`src/rtl/instruction_fetch.sv`:
```
// instruction_fetch: fetch-stage controller between the PC, instruction memory and decode.
// Optional performance counters are built only when IF_PERF_EN is defined.
`default_nettype none

module instruction_fetch (
  input  logic        CLK,
  input  logic        RST,
  input  logic [31:0] pc_count,
  output logic        pc_countEn,
  output logic [31:0] pc_next_count,
  output logic        imemREN,
  output logic [31:0] imemaddr,
  input  logic [31:0] imemload,
  input  logic        ihit,
  input  logic        redirect,
  input  logic [31:0] redirect_addr,
  input  logic        halt,
  output logic        if_valid,
  input  logic        if_ready,
  output logic [31:0] if_instr,
  output logic [31:0] if_pc,
  output logic [31:0] if_npc,
  output logic [31:0] perf_fetches,
  output logic [31:0] perf_stalls
);

  localparam logic [1:0] C_IDLE   = 2'd0;
  localparam logic [1:0] C_FETCH  = 2'd1;
  localparam logic [1:0] C_HALTED = 2'd2;

  logic [1:0]  r_state;
  logic [1:0]  w_state_next;
  logic        r_valid;
  logic [31:0] r_instr;
  logic [31:0] r_pc;
  logic [31:0] r_npc;

  logic        w_accept;
  logic        w_fetch;
  logic        w_redirect;
  logic        w_load;
  logic [31:0] w_pc_plus4;

  assign w_pc_plus4 = pc_count + 32'd4;
  assign w_accept   = !r_valid || if_ready;
  assign w_fetch    = (r_state == C_FETCH);

  // Halt outranks redirect, and redirect outranks any same-cycle hit.
  assign w_redirect = w_fetch && !halt && redirect;
  assign imemREN    = w_fetch && w_accept;
  assign w_load     = imemREN && ihit && !halt && !redirect;

  assign pc_countEn    = w_redirect || w_load;
  assign pc_next_count = w_redirect ? {redirect_addr[31:2], 2'b00} : w_pc_plus4;
  assign imemaddr      = pc_count;

  always_comb begin
    w_state_next = r_state;
    case (r_state)
      C_IDLE:   w_state_next = halt ? C_HALTED : C_FETCH;
      C_FETCH:  w_state_next = halt ? C_HALTED : C_FETCH;
      C_HALTED: w_state_next = C_HALTED;
      default:  w_state_next = C_IDLE;
    endcase
  end

  always_ff @(posedge CLK or posedge RST) begin
    if (RST) begin
      r_state <= C_IDLE;
      r_valid <= 1'b0;
      r_instr <= '0;
      r_pc    <= '0;
      r_npc   <= '0;
    end else begin
      r_state <= w_state_next;
      if (w_redirect) begin
        r_valid <= 1'b0;
      end else if (w_load) begin
        r_valid <= 1'b1;
      end else if (if_ready) begin
        r_valid <= 1'b0;
      end
      if (w_load) begin
        r_instr <= imemload;
        r_pc    <= pc_count;
        r_npc   <= w_pc_plus4;
      end
    end
  end

  assign if_valid = r_valid;
  assign if_instr = r_instr;
  assign if_pc    = r_pc;
  assign if_npc   = r_npc;

`ifdef IF_PERF_EN
  logic [31:0] r_fetches;
  logic [31:0] r_stalls;

  // Both counters saturate rather than wrap.
  always_ff @(posedge CLK or posedge RST) begin
    if (RST) begin
      r_fetches <= '0;
      r_stalls  <= '0;
    end else begin
      if (w_load && (r_fetches != 32'hFFFF_FFFF)) begin
        r_fetches <= r_fetches + 32'd1;
      end
      if (imemREN && !ihit && (r_stalls != 32'hFFFF_FFFF)) begin
        r_stalls <= r_stalls + 32'd1;
      end
    end
  end

  assign perf_fetches = r_fetches;
  assign perf_stalls  = r_stalls;
`else
  assign perf_fetches = '0;
  assign perf_stalls  = '0;
`endif

endmodule

`default_nettype wire

```
`config.mk`:
```
export PLATFORM = sky130hd
export DESIGN_NAME = instruction_fetch
export DESIGN_NICKNAME = d
export VERILOG_FILES = /design/src/rtl/instruction_fetch.sv
export SDC_FILE = /design/constraint.sdc
export NUM_CORES = 1
export LEC_CHECK = 0
export ABC_AREA = 1
export CORE_AREA = 2 2 127 129
export CTS_CLUSTER_DIAMETER = 100
export DETAILED_ROUTE_END_ITERATION = 16
export DIE_AREA = 0 0 129 131
export PLACE_DENSITY = 0.78
export SLEW_MARGIN = 20
export SYNTH_ARGS = -nofsm -noshare
export SYNTH_HDL_FRONTEND = slang
export SYNTH_SLANG_ARGS = --single-unit
```
`constraint.sdc`:
```
create_clock -name CLK -period 8.6 [get_ports CLK]
set_input_delay 1.72 -clock CLK [delete_from_list [all_inputs] [get_ports CLK]]
set_output_delay 1.72 -clock CLK [all_outputs]
set_load 0.05 [all_outputs]
```
== Word-level counts from Yosys, hierarchy flattened ==
Cells that the tools add are included.

* Multiplexer cells: 6
* Reductions and logical operators: 14
* Equality and inequality tests: 2
* Add/subtract/negate cells: 1

{| class="wikitable"
|+ Operators by type and width
! cell !! number
|-
| $add 32x3->32 const B || 1
|-
| $mux 32 || 1
|-
| $logic_and 1x1->1 || 6
|-
| $pmux 2 s2 || 1
|-
| $logic_not 1->1 || 3
|-
| $mux 1 || 3
|-
| $reduce_bool 3->1 || 1
|-
| $eq 2x1->1 const B || 1
|-
| $eq 2x2->1 const B || 1
|-
| $logic_not 2->1 || 1
|-
| $logic_or 1x1->1 || 2
|-
| $mux 2 || 1
|-
| $reduce_or 2->1 || 1
|}

* Output and inout port bits: 227
* Register bits after elaboration: 99

== Logic depth before layout (Yosys ltp) ==
* Word-level depth: 8
* Mapped depth: 11

== Least setup slack after synthesis ==
OpenSTA, ideal clock, no wires.

* Path kind: input to output
* From: input port pc_count[2]
* To: output port pc_next_count[10]
* Path slack: 3.380 ns
* Data required time: 6.880 ns
* Stages: 6
* Arrival: 3.500 ns
* Buffers on the path: 0
* Cell sequence: ha_1 > nand2_1 > nor2_2 > nand2_4 > xor2_1 > o21ai_0

* Cells in the longest elaborated chain, start to end: 2

{| class="wikitable"
|+ Ends and longest elaborated chain
! item !! RTL line !! RTL
|-
| from (decl) || 8 || <nowiki>input logic [31:0] pc_count,</nowiki>
|-
| $add 32x3->32 || 44 || <nowiki>assign w_pc_plus4 = pc_count + 32'd4;</nowiki>
|-
| $mux 32 || 54 || <nowiki>assign pc_next_count = w_redirect ? {redirect_addr[31:2], 2'b00} : w_pc_plus4;</nowiki>
|-
| to (decl) || 10 || <nowiki>output logic [31:0] pc_next_count,</nowiki>
|}

No other way between the ends.

== Worst setup path in the final report ==
* From: input port halt
* To: output port pc_next_count[10]

* Cells in the longest elaborated chain, start to end: 4

{| class="wikitable"
|+ Ends and longest elaborated chain
! item !! RTL line !! RTL
|-
| from (decl) || 17 || <nowiki>input logic halt,</nowiki>
|-
| $logic_not 1->1 || 49 || <nowiki>assign w_redirect = w_fetch && !halt && redirect;</nowiki>
|-
| $logic_and 1x1->1 (2 in a row) || 49 ||
|-
| $mux 32 || 54 ||
|}

No other way between the ends.

==> run_results.csv <==
group,metric,value,unit
yosys,synth_top_family_by_area,"simple AND/OR/NAND/NOR gates",
yosys,synth_compound_area_frac,0.0353,
yosys,ys_warn_count,0,
grt,grt_pass1_wl,26000,um
hold_path,worstHoldPathType,"reg -> reg",
layout,regArea,0.00243,mm2
clock_tree,root_buffer,"clkbuf_16",
power_and_ir_drop,clkPwrFrac,0.306,
placement,dpl.hpwl,13400,um
power_and_ir_drop,seqPwrFrac,0.352,
clock_tree,clockBufferDepth,2,
routing,vias_per_cell,4.37,
power_and_ir_drop,combPwrFrac,0.342,
worst_setup_path,crit_family,"buffers and inverters",
yosys,synth_xor_area_frac,0.0259,
routing,detail-route-antenna-nets,0,
clock_tree,ctsResizeCount,0,
power_and_ir_drop,internal-power,0.910,mW
worst_setup_path,path_buf_inv,5,
layout,fill_cells,1517,
grt,grt_pass1_vias,4790,
worst_setup_path,crit_fanout,28,
routing,drt-wirelength-per-cell,14.7,um
routing,drt_iter0_markers,316,
sta,period_needed,6.22,ns
power_and_ir_drop,total_power,1.46,mW
grt,overflow,0,
worst_setup_path,rrSetupSlack,6.14,ns
yosys,ys_ff_latch,97,
layout,antenna_cells,0,
clock_tree,cts_max_level,3,
worst_setup_path,crit_end,"pc_next_count[10]",
clock_tree,clk_latency,0.34,ns
sta,hold_violations,0,
layout,postLayoutCoreUtil,0.528,
sta,relSlewSlack,0.476,
worst_setup_path,critical_path_depth,9,
placement,portBuffers,262,
die,die_w,129,um
sta,fmax,0.161,GHz
routing,drtPass1Iterations,4,
worst_setup_path,end_kind,"output pin",
clock_tree,ctsHoldBuffers,0,
clock_tree,cts.clk_slew.worst_paths,0.07,ns
sta,setup_viol,0,
grt,antenna_found_initial,0,
yosys,yosys.area_share.simple,0.322,
run,maxCapViolations,0,
die,die_h,131,um
grt,grt_max_degree,79,
die,dieArea,0.0169,mm2
die,core_area,0.0156,mm2
worst_setup_path,reg2regPathDepth,11,
yosys,syn_inst,755,
worst_setup_path,r2r-start,"if_valid",
yosys,avgSynthCellArea,7.42,um2
routing,drc,0,
power_and_ir_drop,switching_share,0.375,
die,io_pins,329,
power_and_ir_drop,ir_drop,0.0000809,V
power_and_ir_drop,leakage,4.08,nW
worst_setup_path,path_cells,"clkdlybuf4s50_1 > nor2_1 > nand3_1 > buf_4 > inv_1 > buf_4 > nand2_1 > o21ai_0 > clkdlybuf4s50_1",
layout,drive_gt1_frac,0.0470,
layout,final_common_cell,"nand2_1",
routing,routed_wl,17600,um
worst_setup_path,worstReg2RegEnd,"if_npc[20]",
grt,grt_util_all_layers,0.203,
die,num_rows,46,
sta,slew_viol_final,0,
placement,gp_congestion,0.925,
worst_setup_path,critPathLaunchType,"primary input",
yosys,synthesis.area,0.00560,mm2
power_and_ir_drop,p_switching,0.547,mW
clock_tree,cts_made_buffers,9,
sta,grt_setup_unrepaired,"false",
routing,via_count,5216,
worst_setup_path,critical_path_class,"in -> out",
worst_setup_path,required,6.88,ns
layout,multi_input_area,0.00241,mm2
clock_tree,cts_tree,"done",
worst_setup_path,cp_slowest_cell,"clkdlybuf4s50_1",
worst_setup_path,critPathMaxStageDelay,0.85,ns
run_status,outcome,"finished, final reports clean",
sta,tns,0,ns
worst_setup_path,cp.arrival,4.50,ns
sta,worstMarginPinSlew,0.785,ns
die,start_util,0.359,
sta,skew,0.00818,ns
layout,nets,1076,
yosys,synthDistinctLibCells,25,
yosys,seq_area_frac_synth,0.433,
power_and_ir_drop,p_per_area,177,mW/mm2
yosys,muxShareOfSynthArea,0,
yosys,synth_fa_ha_area_frac,0.00223,
layout,mostFrequentLayoutCells,"363 x nand2_1, 262 x clkdlybuf4s50_1, 97 x dfrtp_1",
hold_path,hp-start,"r_state[0]",
sta,fin_crit_sh,0.723,
worst_setup_path,cp-startpoint,"halt",
layout,area_growth,47.0,%
clock_tree,post-cts-setup-buffer-count,0,
clock_tree,cts_num_sinks,97,
-- cells by family after synthesis --
kind of cell	after synthesis
other	1
buffers and inverters	160
AND/OR/NAND/NOR	443
XOR/XNOR	14
adder cells (fa/ha/maj)	1
AO/OA/AOI/OAI	39
flip-flops	97
-- layer usage --
layer	vias to the layer above	part of all wire	global-route usage
met2	225	0.51	0.359
li1	2561	-	-
met3	20	0.073	0.0436
met4	0	0.018	0.0652
met1	2410	0.40	0.249
met5	-	0	0
-- per-stage QoR --
stage / instance area, um2 / hold slack [ns] / worst slack, ns / std cells
6_report: 8240 / 0.476 / 2.38 / 1194
5_1_grt: 8240 / 0.494 / 2.17 / 1194
4_1_cts: 8240 / 0.478 / 2.33 / 1194
3_5_place_dp: 7910 / 0.464 / 2.33 / 1178
3_3_place_gp: 7910 / 0.458 / 2.34 / 1178
2_1_floorplan: 5840 / 0.444 / 3.38 / 818
-- cell usage after synthesis --
cell,n,share of area
nor3b_1,1,0.0013
a21oi_1,1,0.00089
nor2_2,7,0.0078
nor2_4,6,0.012
nor2_1,30,0.020
ha_1,1,0.0022
o21a_1,1,0.0013
and2_1,2,0.0022
conb_1,1,0.00067
buf_4,102,0.14
dfrtp_1,97,0.43
o21ai_0,37,0.033
inv_1,35,0.023
nand2_1,363,0.24
buf_2,16,0.014
nor2_8,1,0.0036
xor2_2,3,0.0087
nand2_4,1,0.0020
and2_0,1,0.0011
xor2_1,11,0.017
buf_6,1,0.0020
nand3_1,26,0.023
inv_2,1,0.00067
nand2_2,5,0.0056
clkbuf_1,5,0.0034
-- how the worst min path moves through the flow --
stage,end,cells past startpoint
floorplan,r_state[1],1
CTS,r_state[1],1
global route,if_instr[8],2
finish,r_state[1],1
detailed placement,if_instr[10],2
global placement,r_state[1],1
-- flip-flops by register name, summed over array words and instances, names as in the netlist --
| signal | count |
|---|---|
| if_instr | 32 |
| if_npc | 30 |
| if_pc | 32 |
| if_valid | 1 |
| r_state | 2 |
-- area by class of cell --
cell class	count	area share
multi-input cells	561	0.292
well taps	216	0.0328
repair buffers	268	0.324
flip-flops and latches	97	0.295
clock inverters	5	0.0105
clock buffers	11	0.0295
inverters	36	0.0167
-- power by group through the flow --
stage                     sequential, mW  clock (mW)  combinational (mW)
after CTS                          0.512       0.460               0.502
final                              0.512       0.446               0.498
after global placement             0.519           0               0.498
after floorplan                    0.646           0               0.221
after detailed placement           0.520           0               0.501
after global routing               0.517       0.481               0.524
Note: power is estimated with default switching activity, not from simulation.
